==> src/rtl/min_pkg.sv <==
// ----------------------------------------------------------------------------
// min_pkg
// Shared definitions for the MIN framing transmitter and receiver:
// framing byte values, CRC-32/ISO-HDLC constants and the decoder state type.
// No ports (package).
// ----------------------------------------------------------------------------
package min_pkg;

   localparam logic [7:0]  MIN_SOF_BYTE   = 8'hAA;
   localparam logic [7:0]  MIN_STUFF_BYTE = 8'h55;
   localparam logic [7:0]  MIN_EOF_BYTE   = 8'h55;

   localparam logic [31:0] MIN_CRC_POLY   = 32'hEDB88320;
   localparam logic [31:0] MIN_CRC_INIT   = 32'hFFFFFFFF;
   localparam logic [31:0] MIN_CRC_XOROUT = 32'hFFFFFFFF;

   typedef enum logic [2:0] {
      ST_SOF,
      ST_ID,
      ST_LEN,
      ST_PAYLOAD,
      ST_CRC,
      ST_EOF
   } min_state_e;

   // Value that goes on the wire for a running CRC register.
   function automatic logic [31:0] min_crc_final(input logic [31:0] i_crc);
      return i_crc ^ MIN_CRC_XOROUT;
   endfunction

endpackage

==> src/rtl/min_receive_fsm_if.sv <==
// ----------------------------------------------------------------------------
// min_receive_fsm_if
// Byte-stream input and decoded-frame output bundle of the MIN receiver.
//   i_en/i_data            : received byte strobe and value (driven by master)
//   o_id/o_len/o_data      : last good frame contents (driven by slave)
//   o_valid/o_crc_err/
//   o_frame_err            : one-cycle result pulses
//   o_busy                 : decoder is inside a frame
// ----------------------------------------------------------------------------
interface min_receive_fsm_if #(
   parameter int N_DATA_BYTE = 4
);
   logic                     i_en;
   logic [7:0]               i_data;
   logic [7:0]               o_id;
   logic [7:0]               o_len;
   logic [8*N_DATA_BYTE-1:0] o_data;
   logic                     o_valid;
   logic                     o_crc_err;
   logic                     o_frame_err;
   logic                     o_busy;

   modport master (
      output i_en, i_data,
      input  o_id, o_len, o_data, o_valid, o_crc_err, o_frame_err, o_busy
   );

   modport slave (
      input  i_en, i_data,
      output o_id, o_len, o_data, o_valid, o_crc_err, o_frame_err, o_busy
   );
endinterface

==> src/rtl/crc32_byte.sv <==
// ----------------------------------------------------------------------------
// crc32_byte
// Combinational byte-wise update of a reflected CRC-32 register.
//   i_crc  : running CRC register (not yet final-XORed)
//   i_byte : byte to absorb, LSB first
//   o_crc  : updated register
// ----------------------------------------------------------------------------
module crc32_byte
   import min_pkg::*;
(
   input  logic [31:0] i_crc,
   input  logic [7:0]  i_byte,
   output logic [31:0] o_crc
);

   logic [31:0] w_c;

   always_comb begin
      w_c = i_crc ^ {24'h000000, i_byte};
      for (int k = 0; k < 8; k++) begin
         w_c = w_c[0] ? ((w_c >> 1) ^ MIN_CRC_POLY) : (w_c >> 1);
      end
      o_crc = w_c;
   end

endmodule

==> src/rtl/min_receive_fsm.sv <==
// ----------------------------------------------------------------------------
// min_receive_fsm
// Receive-side MIN framing decoder: finds AA AA AA headers, removes stuff
// bytes, checks CRC-32 over ID/LEN/payload and delivers one left-justified
// payload word per good frame.
//   i_clk, i_rst : clock and synchronous active-high reset
//   bus (slave)  : i_en/i_data byte stream in; o_id/o_len/o_data, result
//                  pulses o_valid/o_crc_err/o_frame_err, and o_busy out
// ----------------------------------------------------------------------------
module min_receive_fsm
   import min_pkg::*;
#(
   parameter int N_DATA_BYTE = 4
) (
   input  logic               i_clk,
   input  logic               i_rst,
   min_receive_fsm_if.slave   bus
);

   localparam int         DW      = 8 * N_DATA_BYTE;
   localparam logic [7:0] LEN_MAX = 8'(N_DATA_BYTE);

   min_state_e      r_state, w_state_nxt;
   logic [1:0]      r_aa_cnt, w_aa_cnt_nxt;
   logic [7:0]      r_idx;
   logic [31:0]     r_crc;
   logic [31:0]     r_rx_crc;
   logic [7:0]      r_id_lat, r_len_lat;
   logic [DW-1:0]   r_pay;
   logic [7:0]      r_id, r_len;
   logic [DW-1:0]   r_data;
   logic            r_valid, r_crc_err, r_frame_err;

   logic [31:0]     w_crc_nxt;
   logic [7:0]      w_pad_bytes;
   logic [DW-1:0]   w_aligned;
   logic            w_is_aa, w_in_body;
   logic            w_crc_init, w_crc_upd, w_id_ld, w_len_ld, w_pay_ld, w_rx_ld;
   logic            w_idx_clr, w_idx_inc, w_good, w_crc_bad, w_frm_bad;

   crc32_byte u_crc (
      .i_crc  (r_crc),
      .i_byte (bus.i_data),
      .o_crc  (w_crc_nxt)
   );

   assign w_is_aa   = (bus.i_data == MIN_SOF_BYTE);
   // EOF is reached by count, so only ID..CRC bytes are candidates for stuffing.
   assign w_in_body = (r_state == ST_ID) || (r_state == ST_LEN) ||
                      (r_state == ST_PAYLOAD) || (r_state == ST_CRC);

   // Payload is shifted in from the bottom; short frames move up to the MSBs.
   assign w_pad_bytes = LEN_MAX - r_len_lat;
   assign w_aligned   = r_pay << {w_pad_bytes, 3'b000};

   always_comb begin
      w_state_nxt  = r_state;
      w_aa_cnt_nxt = r_aa_cnt;
      w_crc_init   = 1'b0;
      w_crc_upd    = 1'b0;
      w_id_ld      = 1'b0;
      w_len_ld     = 1'b0;
      w_pay_ld     = 1'b0;
      w_rx_ld      = 1'b0;
      w_idx_clr    = 1'b0;
      w_idx_inc    = 1'b0;
      w_good       = 1'b0;
      w_crc_bad    = 1'b0;
      w_frm_bad    = 1'b0;

      if (bus.i_en) begin
         // One run counter serves both header detection and unstuffing:
         // a header or a stuff byte both end the run.
         w_aa_cnt_nxt = (w_is_aa && r_aa_cnt != 2'd2) ? r_aa_cnt + 2'd1 : 2'd0;

         if (w_is_aa && r_aa_cnt == 2'd2) begin
            // Header wins in every state; mid-frame it is a silent resync.
            w_state_nxt = ST_ID;
            w_crc_init  = 1'b1;
            w_idx_clr   = 1'b1;
         end else if (w_in_body && bus.i_data == MIN_STUFF_BYTE && r_aa_cnt == 2'd2) begin
            // Stuff byte: dropped, not counted, not in the CRC.
         end else begin
            case (r_state)
               ST_SOF: begin
               end
               ST_ID: begin
                  w_id_ld   = 1'b1;
                  w_crc_upd = 1'b1;
                  if (bus.i_data[7]) begin
                     w_frm_bad   = 1'b1;
                     w_state_nxt = ST_SOF;
                  end else begin
                     w_state_nxt = ST_LEN;
                  end
               end
               ST_LEN: begin
                  w_len_ld  = 1'b1;
                  w_crc_upd = 1'b1;
                  w_idx_clr = 1'b1;
                  if (bus.i_data > LEN_MAX) begin
                     w_frm_bad   = 1'b1;
                     w_state_nxt = ST_SOF;
                  end else if (bus.i_data == 8'd0) begin
                     w_state_nxt = ST_CRC;
                  end else begin
                     w_state_nxt = ST_PAYLOAD;
                  end
               end
               ST_PAYLOAD: begin
                  w_pay_ld  = 1'b1;
                  w_crc_upd = 1'b1;
                  if (r_idx == r_len_lat - 8'd1) begin
                     w_state_nxt = ST_CRC;
                     w_idx_clr   = 1'b1;
                  end else begin
                     w_idx_inc = 1'b1;
                  end
               end
               ST_CRC: begin
                  w_rx_ld = 1'b1;
                  if (r_idx == 8'd3) begin
                     w_state_nxt = ST_EOF;
                     w_idx_clr   = 1'b1;
                  end else begin
                     w_idx_inc = 1'b1;
                  end
               end
               ST_EOF: begin
                  w_state_nxt = ST_SOF;
                  if (bus.i_data != MIN_EOF_BYTE) begin
                     w_frm_bad = 1'b1;
                  end else if (min_crc_final(r_crc) != r_rx_crc) begin
                     w_crc_bad = 1'b1;
                  end else begin
                     w_good = 1'b1;
                  end
               end
               default: w_state_nxt = ST_SOF;
            endcase
         end
      end
   end

   always_ff @(posedge i_clk) begin
      if (i_rst) begin
         r_state     <= ST_SOF;
         r_aa_cnt    <= 2'd0;
         r_idx       <= 8'd0;
         r_crc       <= MIN_CRC_INIT;
         r_id        <= 8'd0;
         r_len       <= 8'd0;
         r_data      <= '0;
         r_valid     <= 1'b0;
         r_crc_err   <= 1'b0;
         r_frame_err <= 1'b0;
      end else begin
         r_state     <= w_state_nxt;
         r_aa_cnt    <= w_aa_cnt_nxt;
         r_valid     <= w_good;
         r_crc_err   <= w_crc_bad;
         r_frame_err <= w_frm_bad;
         if (w_crc_init)     r_crc <= MIN_CRC_INIT;
         else if (w_crc_upd) r_crc <= w_crc_nxt;
         if (w_idx_clr)      r_idx <= 8'd0;
         else if (w_idx_inc) r_idx <= r_idx + 8'd1;
         if (w_good) begin
            r_id   <= r_id_lat;
            r_len  <= r_len_lat;
            r_data <= w_aligned;
         end
      end
   end

   // Frame scratch registers: always rewritten before being used.
   always_ff @(posedge i_clk) begin
      if (w_id_ld)  r_id_lat  <= bus.i_data;
      if (w_len_ld) r_len_lat <= bus.i_data;
      if (w_len_ld)      r_pay <= '0;
      else if (w_pay_ld) r_pay <= (r_pay << 8) | DW'(bus.i_data);
      if (w_rx_ld)  r_rx_crc <= {r_rx_crc[23:0], bus.i_data};
   end

   assign bus.o_id        = r_id;
   assign bus.o_len       = r_len;
   assign bus.o_data      = r_data;
   assign bus.o_valid     = r_valid;
   assign bus.o_crc_err   = r_crc_err;
   assign bus.o_frame_err = r_frame_err;
   assign bus.o_busy      = (r_state != ST_SOF);

endmodule

==> src/flat_wrapper.sv <==
// flat-port wrapper written by rule: the top's interface ports become plain ports
module min_receive_fsm_flat import min_pkg::*;
#(
   parameter int N_DATA_BYTE = 4
)
  (i_clk, i_rst, bus_i_en, bus_i_data, bus_o_id, bus_o_len, bus_o_data, bus_o_valid, bus_o_crc_err, bus_o_frame_err, bus_o_busy);
  min_receive_fsm_if #(.N_DATA_BYTE(N_DATA_BYTE)) bus_i ();
  input  logic i_clk;
  input  logic i_rst;
  input wire logic [$bits(bus_i.i_en)-1:0] bus_i_en;
  input wire logic [$bits(bus_i.i_data)-1:0] bus_i_data;
  output wire logic [$bits(bus_i.o_id)-1:0] bus_o_id;
  output wire logic [$bits(bus_i.o_len)-1:0] bus_o_len;
  output wire logic [$bits(bus_i.o_data)-1:0] bus_o_data;
  output wire logic [$bits(bus_i.o_valid)-1:0] bus_o_valid;
  output wire logic [$bits(bus_i.o_crc_err)-1:0] bus_o_crc_err;
  output wire logic [$bits(bus_i.o_frame_err)-1:0] bus_o_frame_err;
  output wire logic [$bits(bus_i.o_busy)-1:0] bus_o_busy;
  assign bus_i.i_en = bus_i_en;
  assign bus_i.i_data = bus_i_data;
  assign bus_o_id = bus_i.o_id;
  assign bus_o_len = bus_i.o_len;
  assign bus_o_data = bus_i.o_data;
  assign bus_o_valid = bus_i.o_valid;
  assign bus_o_crc_err = bus_i.o_crc_err;
  assign bus_o_frame_err = bus_i.o_frame_err;
  assign bus_o_busy = bus_i.o_busy;
  min_receive_fsm #(.N_DATA_BYTE(N_DATA_BYTE)) u_core (.i_clk(i_clk), .i_rst(i_rst), .bus(bus_i));
endmodule
==> config.mk <==
export PLATFORM = sky130hd
export DESIGN_NAME = min_receive_fsm_flat
export DESIGN_NICKNAME = d
export VERILOG_FILES = /design/src/rtl/min_pkg.sv /design/src/rtl/min_receive_fsm_if.sv /design/src/rtl/crc32_byte.sv /design/src/rtl/min_receive_fsm.sv /design/src/flat_wrapper.sv
export SDC_FILE = /design/constraint.sdc
export NUM_CORES = 1
export LEC_CHECK = 0
export BUFFER_PORTS_ARGS = -buffer_cell sky130_fd_sc_hd__buf_2
export CORE_MARGIN = 3
export CORE_UTILIZATION = 60
export DETAILED_ROUTE_END_ITERATION = 7
export PLACE_DENSITY = 0.8
export REMOVE_ABC_BUFFERS = 1
export SLEW_MARGIN = 20
export SYNTH_ARGS = -nofsm -noshare
export SYNTH_HDL_FRONTEND = slang
export SYNTH_SLANG_ARGS = --single-unit
==> constraint.sdc <==
create_clock -name i_clk -period 4.1 [get_ports i_clk]
set_clock_uncertainty 0.05 [all_clocks]
set_input_delay 1.025 -clock i_clk [delete_from_list [all_inputs] [get_ports i_clk]]
set_output_delay 1.025 -clock i_clk [all_outputs]
set_load 0.02 [all_outputs]
==> metrics <==
synth unique cells=61; wire per inst=between 15 and 20 µm; P&R area growth vs syn=13.4%; Hold Path Class=reg -> reg; min-delay src=u_core.bus.o_data[15]$_SDFFE_PP0P_; CTS Root Cell=clkbuf_16; post-place setup slack=roughly 0.63 ns; Iteration-0 DRC Markers=638; CTS H-tree lvls=4; CP Cell Sequence=xor2_1 -> nand4_1 -> nor4_1 -> nand2_1 -> nor3_2 -> buf_4 -> nand3_1 -> a21oi_1; Fin Setup TNS=0 ns; Post CTS Setup Buffer Count=0; CP Capture Type=flip-flop; first-pass GRT wire length=32.4 mm; Netlist Area Pre-Place=about 8300 µm²; Worst IR Drop VDD=around 0.00036 V; Pwr Total=3620 µW; Yosys reg bits=approximately 180; crit-path leading delay family=simple AND/OR/NAND/NOR gates; final setup violating endpoints=0; period utilisation layout=about 82%; Worst path slowest cell=nor4_1; max-slew violations=0; Placement Cell Area=approximately 8900 µm²; number of synthesized flops with an enable pin=48; FF-to-FF Start=u_core.r_rx_crc[14]$_DFFE_PP_; # IOs=63; cell area after layout=approximately 9500 µm²; Worst slew margin=a little under a third; filler cell count=1,001; Net Sw Frac=23.2%; PortBufs=a little over 60; Worst-Margin Slew=between 1 and 1.5 ns; Startpoint Class=flip-flop; CTS sink cnt=around 180; Power Density=about 380 nW/µm²; Final HPWL DP=about 14 mm; CP bufs+invs=1; Arr. time, crit path=about 3.7 ns; maximum buffer depth of the clock tree=2; Net Sw Power=840 µW; antenna-violating nets left=0; Synth Area per Inst=roughly 10 µm²; CP Data Required Time=approximately 4.4 ns; vias in the first global route=6,166; Int Power=2780 µW; initial antenna violation count=0; fin nets=around 900; Worst path max stage delay=about 0.88 ns; cells after synthesis=827; DRC violations left=0; crit-path max FO=12; clk slew on worst S/H paths=about 0.070 ns; largest net degree at the start of global routing=60; final hold slack=0.403 ns; Final Hold Vio Count=0; clk_lat worst skew=approximately 0.44 ns; grt ovf=0; Clock Power Share=44.0%; CP startpoint=u_core.r_rx_crc[14]$_DFFE_PP_; outcome=finished clean; First-pass DRT Iterations=6; height of the chip=around 120 µm; starting density of the core=roughly 62%; max capacitance violation total=0; WS Path Type=reg -> reg; Max Freq=between 200 and 300 MHz; final WL=20.2 mm; combinational group share of total power=under 10%; post-CTS sizing=0; die width=around 120 µm; Async S/R FF share, synth=0%; Die Area=15,400 µm²; core area=13,400 µm²; Post-synth top flop=dfxtp_1; Hold-fix buffers, CTS=0; FP Rows=between 40 and 50; Final GP Congestion=0.919; number of diodes=0; TritonCTS buffer count=17; Via density=6.01; share of cells above drive strength 1=19.8%; Synth warnings=0; RSZ-0062 raised after global routing=false; via count=6,450; Final min period=about 3.3 ns; GRT Overall Usage=a little over a quarter; multi-input combinational cell area=between 4000 and 5000 µm²; FF/Latch Area=around 4000 µm²; Reg power frac=49.8%; CTS tree=done; final setup margin=between 0.7 and 0.8 ns; Leakage=0.00361 µW; sequential-to-total area share from yosys stat=48.0%
-- cell usage after synthesis, types with 4 or more instances --
cell type | instances | area share [%]
a21oi_2 | 10 | 1.0
inv_1 | 12 | 0.54
o21ai_0 | 13 | 0.78
a22oi_2 | 8 | 1.2
a31oi_1 | 4 | 0.30
edfxtp_1 | 48 | 17
nor2_1 | 66 | 3.0
nor2b_1 | 4 | 0.30
mux2_2 | 9 | 1.2
or4_1 | 5 | 0.45
a21oi_1 | 40 | 2.4
or3_1 | 5 | 0.37
o211ai_1 | 30 | 2.7
nand2_1 | 128 | 5.8
buf_2 | 14 | 0.84
clkbuf_1 | 22 | 0.99
dfxtp_1 | 128 | 31
o21ai_1 | 4 | 0.24
xnor2_2 | 7 | 1.4
nand3_1 | 22 | 1.3
mux2i_1 | 55 | 6.6
nand2_2 | 8 | 0.60
xor2_1 | 53 | 5.6
nor3_1 | 9 | 0.54
xnor2_1 | 51 | 5.4
nand4_1 | 18 | 1.3
-- cells in the final DEF (no fill, tap or decap), drive strengths merged, types with 5 or more instances in the layout --
master and n:
nand2 136, nor4 6, mux2 9, nor3 10, o21ai 17, inv 16, xor2 57, o211ai 30
nand4 18, dfxtp 128, clkbuf 20, nor2 66, xnor2 58, or3 5, nand3 24, edfxtp 48
a22oi 9, a21oi 50, or4 5, mux2i 55, buf 80
-- worst min-delay path, cell delays in order, from the launching register on --
cell and delay, ns:
dfxtp_1 0.31, nand2_1 0.05, a21oi_1 0.05
-- cell families after synthesis --
logic type / after synthesis / synth area share, %
simple gates: 288 / 16.4
buf+inv: 53 / 2.82
xor+xnor: 115 / 13.3
fa+ha+maj: 3 / 0.450
flops: 176 / 48.0
compound gates: 128 / 11.2
mux: 64 / 7.81
-- power by group through the flow --
| stage | Sequential [µW] | Combinational (µW) | Clock, µW |
|---|---|---|---|
| global route | 1800 | 240 | 1670 |
| CTS | 1800 | 223 | 1600 |
| global placement | 1840 | 214 | 0 |
| finish | 1800 | 225 | 1590 |
| floorplan | 1830 | 152 | 0 |
| detailed placement | 1840 | 217 | 0 |
-- registers in the layout (all words and copies together), names as in the netlist --
name	cells
u_core.r_state	3
u_core.bus.o_data	32
u_core.bus.o_valid	1
u_core.r_rx_crc	32
u_core.r_len_lat	8
u_core.r_crc	32
u_core.bus.o_len	8
u_core.r_idx	8
u_core.bus.o_crc_err	1
u_core.bus.o_id	8
u_core.r_aa_cnt	2
u_core.r_id_lat	8
u_core.bus.o_frame_err	1
u_core.r_pay	32
-- layout make-up --
cell class	count	share of cell area, %
multi-input combinational	598	43.8
sequential	176	42.3
timing repair buffer	80	5.11
clock buffer	20	4.62
tap	176	2.33
clock inverter	12	1.40
inverter	12	0.476
-- through the flow --
stage / utilization (%) / instances
floorplan: - / 786
global route: 70.6 / 1074
CTS: 70.6 / 1074
detailed placement: 66.3 / 1042
global placement: 66.3 / 1042
finish: 70.6 / 1074
-- path summary, 6_finish.rpt --
path / end / slack, ns / depth (start not counted)
max reg2reg: u_core.bus.o_data[14]$_SDFFE_PP0P_ / 0.75 / 8
min: u_core.bus.o_data[15]$_SDFFE_PP0P_ / 0.40 / 2
max: u_core.bus.o_data[14]$_SDFFE_PP0P_ / 0.75 / 8
min reg2reg: u_core.bus.o_data[15]$_SDFFE_PP0P_ / 0.40 / 2
-- layer usage --
metal / track usage, % / routed length, µm
met3: 5.81 / 1310
met2: 44.3 / 9810
met5: 0 / 0
met4: 10.5 / 452
met1: 36.1 / 8670
(Power assumes the default switching activity.)
